<file path="src/rtl/riscv_pkg.sv">
// Shared rv32 core types, extended with the commit-trace record, capture states and capture modes.
package riscv_pkg;

  localparam int unsigned XLEN = 32;

  typedef struct packed {
    logic [XLEN-1:0] pc;
    logic [31:0]     instr;
    logic            rd_we;
    logic [4:0]      rd_addr;
    logic [XLEN-1:0] rd_data;
  } trace_entry_t;

  typedef enum logic [1:0] {
    IDLE    = 2'd0,
    ARMED   = 2'd1,
    CAPTURE = 2'd2,
    FROZEN  = 2'd3
  } trace_state_e;

  typedef enum logic {
    STOP      = 1'b0,
    OVERWRITE = 1'b1
  } trace_mode_e;

endpackage

</file>
<file path="src/rtl/trace_fifo.sv">
// Trace record FIFO: storage, wrapping pointers and occupancy count,
// with optional overwrite of the oldest entry when a push hits a full FIFO.
module trace_fifo
  import riscv_pkg::*;
#(
  parameter int unsigned DEPTH = 16,
  parameter int unsigned CNT_W = $clog2(DEPTH) + 1
) (
  input  logic             clk_i,
  input  logic             rst_i,
  input  logic             clear_i,
  input  logic             push_i,
  input  logic             pop_i,
  input  logic             ovw_i,
  input  trace_entry_t     data_i,
  output trace_entry_t     head_o,
  output logic [CNT_W-1:0] count_o
);

  localparam int unsigned PTR_W = $clog2(DEPTH);

  trace_entry_t     mem_q [DEPTH];
  logic [PTR_W-1:0] wr_ptr_q, wr_ptr_d;
  logic [PTR_W-1:0] rd_ptr_q, rd_ptr_d;
  logic [CNT_W-1:0] count_q, count_d;
  logic             full_c, empty_c, pop_c, wr_c, ovw_c;

  assign full_c  = (count_q == CNT_W'(DEPTH));
  assign empty_c = (count_q == '0);
  assign pop_c   = pop_i && !empty_c;
  // A full-FIFO push only lands if a pop frees a slot or overwrite is enabled.
  assign wr_c    = push_i && !clear_i && (!full_c || pop_c || ovw_i);
  assign ovw_c   = wr_c && full_c && !pop_c;

  always_comb begin
    wr_ptr_d = wr_ptr_q;
    rd_ptr_d = rd_ptr_q;
    count_d  = count_q;
    if (clear_i) begin
      wr_ptr_d = '0;
      rd_ptr_d = '0;
      count_d  = '0;
    end else begin
      if (wr_c) begin
        wr_ptr_d = wr_ptr_q + PTR_W'(1);
      end
      if (pop_c || ovw_c) begin
        rd_ptr_d = rd_ptr_q + PTR_W'(1);
      end
      if (wr_c && !pop_c && !ovw_c) begin
        count_d = count_q + CNT_W'(1);
      end else if (pop_c && !wr_c) begin
        count_d = count_q - CNT_W'(1);
      end
    end
  end

  always_ff @(posedge clk_i) begin
    if (rst_i) begin
      wr_ptr_q <= '0;
      rd_ptr_q <= '0;
      count_q  <= '0;
    end else begin
      wr_ptr_q <= wr_ptr_d;
      rd_ptr_q <= rd_ptr_d;
      count_q  <= count_d;
    end
  end

  always_ff @(posedge clk_i) begin
    if (wr_c) begin
      mem_q[wr_ptr_q] <= data_i;
    end
  end

  assign head_o  = mem_q[rd_ptr_q];
  assign count_o = count_q;

endmodule

</file>
<file path="src/rtl/commit_trace_buffer.sv">
// Retirement-trace capture: arm/trigger FSM and retired/dropped counters in front of a
// trace FIFO that a consumer drains over valid/ready.
module commit_trace_buffer
  import riscv_pkg::*;
#(
  parameter int unsigned XLEN  = riscv_pkg::XLEN,
  parameter int unsigned DEPTH = 16,
  parameter int unsigned CNT_W = $clog2(DEPTH) + 1
) (
  input  logic             clk_i,
  input  logic             rst_i,
  input  logic             cfg_en_i,
  input  logic             cfg_mode_i,
  input  logic             cfg_trig_en_i,
  input  logic [XLEN-1:0]  cfg_trig_pc_i,
  input  logic             commit_valid_i,
  input  logic [XLEN-1:0]  commit_pc_i,
  input  logic [31:0]      commit_instr_i,
  input  logic             commit_rd_we_i,
  input  logic [4:0]       commit_rd_addr_i,
  input  logic [XLEN-1:0]  commit_rd_data_i,
  output logic             out_valid_o,
  input  logic             out_ready_i,
  output trace_entry_t     out_entry_o,
  output logic [CNT_W-1:0] count_o,
  output logic [63:0]      retired_o,
  output logic [31:0]      dropped_o,
  output logic [1:0]       state_o
);

  trace_state_e     state_q, state_d;
  trace_mode_e      mode_q, mode_d;
  logic [63:0]      retired_q, retired_d;
  logic [31:0]      dropped_q, dropped_d;
  logic [CNT_W-1:0] count_c;
  trace_entry_t     entry_c;
  logic             trig_hit_c, pop_c, full_c;
  logic             clear_c, push_c, retire_c, drop_c;

  assign trig_hit_c = commit_valid_i && (commit_pc_i == cfg_trig_pc_i);
  assign pop_c      = out_valid_o && out_ready_i;
  assign full_c     = (count_c == CNT_W'(DEPTH));

  assign entry_c = '{pc:      commit_pc_i,
                     instr:   commit_instr_i,
                     rd_we:   commit_rd_we_i,
                     rd_addr: commit_rd_addr_i,
                     rd_data: commit_rd_data_i};

  always_ff @(posedge clk_i) begin
    if (rst_i) begin
      state_q <= IDLE;
    end else begin
      state_q <= state_d;
    end
  end

  // Next state; dropping cfg_en_i returns to IDLE from anywhere.
  always_comb begin
    state_d = state_q;
    if (!cfg_en_i) begin
      state_d = IDLE;
    end else begin
      case (state_q)
        IDLE:    state_d = cfg_trig_en_i ? ARMED : CAPTURE;
        ARMED:   if (trig_hit_c) state_d = CAPTURE;
        CAPTURE: if (mode_q == STOP && commit_valid_i && !pop_c &&
                     count_c == CNT_W'(DEPTH - 1)) state_d = FROZEN;
        FROZEN:  state_d = FROZEN;
        default: state_d = IDLE;
      endcase
    end
  end

  // Per-state strobes; a commit in a cfg_en_i=0 cycle is ignored.
  always_comb begin
    clear_c  = 1'b0;
    push_c   = 1'b0;
    retire_c = 1'b0;
    drop_c   = 1'b0;
    case (state_q)
      IDLE:    clear_c = cfg_en_i;
      ARMED: begin
        push_c   = cfg_en_i && trig_hit_c;
        retire_c = cfg_en_i && commit_valid_i;
      end
      CAPTURE: begin
        push_c   = cfg_en_i && commit_valid_i;
        retire_c = cfg_en_i && commit_valid_i;
        drop_c   = push_c && full_c && !pop_c && (mode_q == OVERWRITE);
      end
      FROZEN: begin
        retire_c = cfg_en_i && commit_valid_i;
        drop_c   = cfg_en_i && commit_valid_i;
      end
      default: clear_c = 1'b0;
    endcase
  end

  always_comb begin
    mode_d    = mode_q;
    retired_d = retired_q;
    dropped_d = dropped_q;
    if (clear_c) begin
      mode_d    = trace_mode_e'(cfg_mode_i);
      retired_d = '0;
      dropped_d = '0;
    end else begin
      if (retire_c) begin
        retired_d = retired_q + 64'd1;
      end
      if (drop_c && dropped_q != 32'hFFFF_FFFF) begin
        dropped_d = dropped_q + 32'd1;
      end
    end
  end

  always_ff @(posedge clk_i) begin
    if (rst_i) begin
      mode_q    <= STOP;
      retired_q <= '0;
      dropped_q <= '0;
    end else begin
      mode_q    <= mode_d;
      retired_q <= retired_d;
      dropped_q <= dropped_d;
    end
  end

  trace_fifo #(
    .DEPTH (DEPTH),
    .CNT_W (CNT_W)
  ) u_fifo (
    .clk_i   (clk_i),
    .rst_i   (rst_i),
    .clear_i (clear_c),
    .push_i  (push_c),
    .pop_i   (pop_c),
    .ovw_i   (mode_q == OVERWRITE),
    .data_i  (entry_c),
    .head_o  (out_entry_o),
    .count_o (count_c)
  );

  assign out_valid_o = (count_c != '0);
  assign count_o     = count_c;
  assign retired_o   = retired_q;
  assign dropped_o   = dropped_q;
  assign state_o     = state_q;

endmodule

</file>
<file path="config.mk">
export PLATFORM = sky130hd
export DESIGN_NAME = commit_trace_buffer
export DESIGN_NICKNAME = d
export VERILOG_FILES = /design/src/rtl/riscv_pkg.sv /design/src/rtl/trace_fifo.sv /design/src/rtl/commit_trace_buffer.sv
export SDC_FILE = /design/constraint.sdc
export NUM_CORES = 1
export LEC_CHECK = 0
export BUFFER_PORTS_ARGS = -buffer_cell sky130_fd_sc_hd__buf_2
export CORE_UTILIZATION = 45
export CTS_BUF_LIST = sky130_fd_sc_hd__clkbuf_4 sky130_fd_sc_hd__clkbuf_8 sky130_fd_sc_hd__clkbuf_16
export CTS_CLUSTER_SIZE = 20
export DETAILED_ROUTE_END_ITERATION = 16
export GPL_TIMING_DRIVEN = 0
export PLACE_DENSITY = 0.71
export SETUP_SLACK_MARGIN = 0.15
export SLEW_MARGIN = 20
export SYNTH_ARGS = -nofsm -noshare
export SYNTH_HDL_FRONTEND = slang
export SYNTH_SLANG_ARGS = --single-unit
</file>
<file path="constraint.sdc">
create_clock -name clk_i -period 23.1 [get_ports clk_i]
set_input_delay 3.465 -clock clk_i [delete_from_list [all_inputs] [get_ports clk_i]]
set_output_delay 3.465 -clock clk_i [all_outputs]
set_load 0.02 [all_outputs]
</file>
==> impl_metrics.py, run 1 <==
metrics = {
    "outcome": {
        "status": "finished, final reports clean",
    },
    "synthesis": {
        "yosys.area.top_type": "edfxtp_1",
        "syn-cell-area_sq_um": 66870,
        "avgSynthCellArea_sq_um": 22.55,
        "async_flop_share_pct": 0,
        "synth_flop_cell": "edfxtp_1",
        "synth_area_leaders": "edfxtp_1 73%, mux4_2 17%, dfxtp_1 3.5%, xor2_1 0.85%, xnor2_1 0.72%",
        "synthCells": 2965,
        "ys_ff_latch": 1748,
        "ys_types": 52,
        "syn_nets": 3122,
        "synth_edf_count": 1632,
        "ys_seq_area_share_pct": 76.76,
        "yosys_warnings": 0,
        "synth_top_area_share_pct": 73.29,
    },
    "clocking": {
        "cts_max_path_buffers": 3,
        "path_clk_slew_ns": 0.06,
        "tritoncts": "built",
        "cts_setup_buffers": 0,
        "cts_max_level": 4,
        "cts.sinks": 1748,
        "cts_resized": 0,
        "insertion_delay_ns": 0.79,
        "cts_root_buf": "clkbuf_16",
        "cts-buffers-inserted": 170,
        "holdBufCountCts": 0,
    },
    "worst_setup_path": {
        "regToRegStartpoint": "state_o[0]",
        "path_cells": "buf_2, xnor2_1, nand4_1, nor3_1, nand4_1, nand2_1, clkbuf_1, nand2_1, nor3_2, buf_4, buf_4, buf_6, buf_4, buf_4, buf_4",
        "startpoint_type": "input port",
        "slowest_stage": "xnor2_1",
        "slowest_delay_ns": 0.63,
        "cp_data_arrival_time_ns": 8.71,
        "setup.reg_to_reg.worst_slack_ns": 18.31,
        "endpoint_kind": "flop",
        "crit_type": "input port to flop",
        "crit_start": "commit_pc_i[8]",
        "crit_fanout": 17,
        "cp.required_ns": 23.59,
        "critPathMostFrequentCell": "buf_4",
    },
    "floorplanning": {
        "dieArea_sq_um": 150100,
        "die_y_um": 387.5,
        "core_area_sq_um": 147700,
        "start_util_pct": 45.29,
        "die_width_um": 387.5,
        "rows": 141,
        "ios": 347,
    },
    "place": {
        "dp_hpwl_mm": 110.4,
        "placed_area_sq_um": 73740,
        "dp_slack_ns": 13.90,
        "numPortBuffers": 346,
        "placed_cells": 5398,
        "place.gp.congestion": 0.8267,
    },
    "sta": {
        "hold_viol_final": 0,
        "tightestPinTransition_ns": 1.095,
        "setup_viol": 0,
        "slew_violations": 0,
        "post-route-period-util_pct": 35.56,
        "fin_worst_skew_ns": 0.02576,
        "worst_slack_ns": 14.88,
        "tns_ns": 0,
        "relSlewSlack_pct": 27.02,
        "rsz0062_at_grt": "no",
        "max_freq_ghz": 0.1217,
        "fin_crit_ns": 8.216,
    },
    "detailed_routing": {
        "viasPerCell": 5.878,
        "vias": 33630,
        "firstDrtPassIters": 6,
        "drc": 0,
        "ant_nets": 0,
        "routed_wl_mm": 170.1,
        "drt_iter0_drc": 3580,
        "wl_per_cell_um": 29.73,
    },
    "global_route": {
        "grt.total_usage_pct": 22.68,
        "antenna_found_initial": 33,
        "grt_max_degree": 19,
        "grt-ovfl-total": 0,
        "grt_pass1_vias": 34150,
        "grt_pass1_wl_mm": 243.0,
    },
    "cells_and_area": {
        "layout-drive-gt1-share_pct": 36.04,
        "n_fill_cell": 11030,
        "final_common_cell": "edfxtp_1",
        "nNetsFinal": 3799,
        "area_delta_synth_final_pct": 18.69,
        "final_cell_mix": "1632 x edfxtp_1, 510 x mux4_2, 354 x buf_2, 175 x clkbuf_16, 116 x dfxtp_1",
        "stdcell_area_sq_um": 79370,
        "final_cell_count_no_fill": 5721,
    },
    "job": {
        "maxCapViolCount": 0,
    },
    "power": {
        "ir_worst_vdd_uv": 57.20,
        "cellLeakagePower_uw": 0.02506,
        "p_per_area_nw_per_um2": 85.14,
        "power.total_uw": 6758,
    },
    "min_path": {
        "hp-class": "flop to flop",
        "min_from": "mode_q",
    },
}
-- per-layer routing --
metal	routed length (um)	track usage [%]	part of all wire, %
met4	4000	6.010	2.4
met1	65570	29.92	39
met5	164	0	0.096
met2	83870	37.43	49
met3	16470	5.983	9.7
-- power by group --
part / switching (uW) / internal [uW] / total [uW]
combinational: 301 / 244 / 545
clock: 1180 / 1570 / 2750
sequential: 4.91 / 3460 / 3460
total: 1480 / 5270 / 6760
-- layout make-up --
cell class                      count  area (sq um)  area share (%)
Sequential cell                  1748         51330           64.67
Timing Repair Buffer              505          4353           5.484
Buffer                            142         596.8          0.7519
Inverter                            9         33.78         0.04256
Tap cell                         1930          2415           3.042
Multi-Input combinational cell   1066         15070           18.98
Clock inverter                     86         787.0          0.9915
Clock buffer                      226          4768           6.008
Antenna cell                        9         22.52         0.02837
-- cells by family (layout without fill, tap and decap cells) --
| group | count (synthesis) | after routing | synth area share (%) |
|---|---|---|---|
| DFF | 1748 | 1748 | 76.76 |
| muxes | 517 | 517 | 17.28 |
| and+or+nand+nor | 358 | 358 | 2.717 |
| buffers and inverters | 151 | 968 | 0.8756 |
| xor gates and xnor gates | 120 | 120 | 1.572 |
| AOI/OAI and AO/OA | 55 | 55 | 0.4827 |
| adders and majority gates | 16 | 16 | 0.3106 |
| other | 0 | 9 | 0 |
-- cell usage after synthesis (5+ instances only) --
master    instances
a21oi_1          20
a31oi_1           8
and2_1           11
and3_1           21
and4_1           15
buf_1            30
buf_2             6
clkbuf_1        104
dfxtp_1         116
edfxtp_1       1632
ha_1             15
inv_1             9
mux2i_1           5
mux4_2          510
nand2_1          53
nand2b_1          6
nand3_1          55
nand4_1          30
nor2_1          114
nor3_1           16
o21ai_0          15
or3_1            13
xnor2_1          55
xor2_1           65
-- worst max-delay path, delay by kind of cell --
kind	cells	cell delay [ns]
xor+xnor	1	0.63
simple gates	6	2.57
buf+inv	8	1.98
-- through the flow --
step,hold slack (ns),utilization [%]
global placement,0.4606,48.09
CTS,0.4730,53.70
detailed placement,0.4634,49.94
global route,0.5153,53.74
floorplan,0.4394,-
finish,0.4720,53.75
-- flip-flops by register name (all words and copies together) (netlist names), named ones only --
name             cells
dropped_o           32
mode_q               1
retired_o           64
state_o              2
u_fifo.count_o       5
u_fifo.mem_q      1632
u_fifo.rd_ptr_q      4
u_fifo.wr_ptr_q      4
-- final timing paths --
check	endpoint	depth (start not counted)
setup / recovery	u_fifo.mem_q[2][42]	15
hold / removal	mode_q	2
setup reg to reg	u_fifo.mem_q[2][42]	16
hold reg to reg	mode_q	2
Power figures use the tool's default switching activity.
==> run 2: changes to the inputs <==
--- a/config.mk
+++ b/config.mk
@@ -11,7 +11,7 @@
 export CTS_CLUSTER_SIZE = 20
 export DETAILED_ROUTE_END_ITERATION = 16
 export GPL_TIMING_DRIVEN = 0
-export PLACE_DENSITY = 0.71
+export PLACE_DENSITY = 0.73
 export SETUP_SLACK_MARGIN = 0.15
 export SLEW_MARGIN = 20
 export SYNTH_ARGS = -nofsm -noshare
==> constraint.sdc (replaced) <==
create_clock -name clk_i -period 6.6 [get_ports clk_i]
set_input_delay 0.99 -clock clk_i [delete_from_list [all_inputs] [get_ports clk_i]]
set_output_delay 0.99 -clock clk_i [all_outputs]
set_load 0.02 [all_outputs]
==> run 2 against run 1 <==
  * Worst hold slack lost 0.095 ns
  * Sequential share of layout area grew 0.067 points
  * Setup slack lost 14 ns
  * Critical path type is now flop to primary output
  * Critical endpoint is now out_entry_o[84]
  * Highest routed layer unchanged
==> impl_metrics.py, run 2 (synthesized netlist as in run 1, its figures left out) <==
metrics = {
    "cells_and_area": {
        "nNetsFinal": 3768,
        "layout-drive-gt1-share_pct": 35.39,
        "seqCellArea_sq_um": 51330,
        "top_register": "u_fifo.mem_q",
        "fin_util_pct": 53.70,
        "final_common_cell": "edfxtp_1",
        "multiInputGateArea_sq_um": 15090,
        "final_cell_mix": "1632 x edfxtp_1, 510 x mux4_2, 353 x buf_2, 170 x clkbuf_16, 116 x dfxtp_1",
        "largest_register_ffs": 1632,
        "area_delta_synth_final_pct": 18.57,
        "n_fill_cell": 10900,
    },
    "global_route": {
        "grt_pass1_vias": 34260,
        "grt.total_usage_pct": 22.51,
        "grt_pass1_wl_mm": 241.2,
        "grt_max_degree": 19,
        "grt-ovfl-total": 0,
        "antenna_found_initial": 35,
    },
    "detailed_routing": {
        "firstDrtPassIters": 5,
        "ant_nets": 0,
        "drc": 0,
        "highest_layer": "met5",
        "wl_per_cell_um": 29.67,
        "vias": 33550,
        "drt_iter0_drc": 3561,
        "routed_wl_mm": 168.6,
        "wl_met2_mm": 81.59,
        "wl_met3_mm": 18.37,
        "viasPerCell": 5.902,
        "wl_met1_mm": 64.32,
    },
    "power": {
        "cellLeakagePower_uw": 0.02488,
        "switching_share_pct": 21.75,
        "p_per_area_nw_per_um2": 295.9,
        "power_frac_clock_pct": 40.2,
        "p_switching_uw": 5103,
        "power_frac_seq_pct": 51.7,
        "ir_worst_vdd_uv": 245.8,
        "power.total_uw": 23460,
        "p_int_uw": 18360,
        "p_comb_share_pct": 8.1,
    },
    "worst_setup_path": {
        "setup.reg_to_reg.worst_slack_ns": 1.87,
        "startpoint_type": "flop",
        "crit_type": "flop to primary output",
        "endpoint_kind": "primary output",
        "slowest_delay_ns": 0.86,
        "cp_data_arrival_time_ns": 4.72,
        "slowest_stage": "buf_1",
        "crit_fanout": 10,
        "reg2reg_to": "u_fifo.mem_q[3][47]",
        "path_cells": "clkbuf_1, buf_2, clkbuf_2, buf_1, mux4_2, mux4_2, buf_2",
        "regToRegStartpoint": "state_o[0]",
        "reg2reg_depth": 17,
        "cp.required_ns": 5.61,
    },
    "floorplanning": {
        "ios": 347,
        "rows": 141,
        "die_width_um": 387.5,
        "start_util_pct": 45.29,
        "dieArea_sq_um": 150100,
        "core_area_sq_um": 147700,
        "die_y_um": 387.5,
    },
    "sta": {
        "post-route-period-util_pct": 86.46,
        "hold_slack_ns": 0.3774,
        "rsz0062_at_grt": "no",
        "max_freq_ghz": 0.1752,
        "slew_violations": 0,
        "fin_worst_skew_ns": 0.02753,
        "relSlewSlack_pct": 26.64,
        "hold_viol_final": 0,
        "fin_crit_ns": 5.706,
        "setup_viol": 0,
        "tightestPinTransition_ns": 1.100,
        "tns_ns": 0,
        "worst_slack_ns": 0.8935,
    },
    "clocking": {
        "cts_root_buf": "clkbuf_16",
        "cts.sinks": 1748,
        "tritoncts": "built",
        "holdBufCountCts": 0,
        "path_clk_slew_ns": 0.07,
        "cts_setup_buffers": 0,
        "cts_max_level": 4,
        "cts_max_path_buffers": 3,
        "cts-buffers-inserted": 167,
        "insertion_delay_ns": 0.80,
        "cts_resized": 0,
    },
    "place": {
        "dp_slack_ns": 0.1827,
        "dp_hpwl_mm": 108.6,
        "numPortBuffers": 346,
        "place.gp.congestion": 0.8194,
    },
    "min_path": {
        "hp-class": "input port to flop",
        "min_from": "rst_i",
        "hold_end": "mode_q",
        "hold_depth": 2,
    },
    "job": {
        "maxCapViolCount": 0,
    },
    "outcome": {
        "status": "finished, final reports clean",
    },
}
==> run 2: area by class of cell <==
cell class | instances | area share, %
diodes | 13 | 0.04103
flip-flops and latches | 1748 | 64.74
repair buffers | 477 | 5.572
clock buffers | 213 | 5.804
plain buffers | 142 | 0.7480
multi-input cells | 1066 | 19.03
inverters | 9 | 0.04261
well taps | 1930 | 3.046
clock inverters | 86 | 0.9768
==> run 2: critical path, delay by kind of cell (launching register included) <==
| kind | cells | cell delay (ns) |
|---|---|---|
| buffers and inverters | 5 | 2.30 |
| muxes | 2 | 1.21 |
| DFF | 1 | 0.38 |
==> run 2: how the worst max path moves through the flow <==
stage / depth (start not counted) / endpoint / slack, ns / startpoint
5_1_grt: 7 / out_entry_o[87] / 0.65 / flop
3_5_place_dp: 16 / u_fifo.mem_q[3][49] / 0.18 / commit_pc_i[8]
6_report: 7 / out_entry_o[84] / 0.89 / flop
4_1_cts: 7 / out_entry_o[71] / 0.73 / flop
3_3_place_gp: 9 / u_fifo.mem_q[10][49] / -8.35 / commit_pc_i[8]
2_1_floorplan: 8 / u_fifo.mem_q[12][0] / -0.63 / cfg_trig_pc_i[28]
==> run 2: power groups by stage <==
stage | Combinational, uW | Sequential (uW) | Clock [uW]
after floorplan | 1240 | 12400 | 0
after global placement | 1890 | 12400 | 0
after detailed placement | 1920 | 12400 | 0
after CTS | 1930 | 12100 | 9580
after global routing | 2040 | 12100 | 9980
final | 1900 | 12100 | 9440
==> run 2: routing by layer <==
metal | vias up | global-route usage [%]
li1 | 13800 | -
met1 | 17710 | 29.77
met2 | 1746 | 36.11
met3 | 261 | 6.581
met4 | 30 | 7.042
met5 | - | 0
==> run 2: through the flow <==
| stage | cell area, sq um | cells |
|---|---|---|
| floorplan | 66890 | 2965 |
| global placement | 71040 | 5241 |
| detailed placement | 73830 | 5370 |
| CTS | 79210 | 5669 |
| global route | 79270 | 5675 |
| finish | 79290 | 5684 |
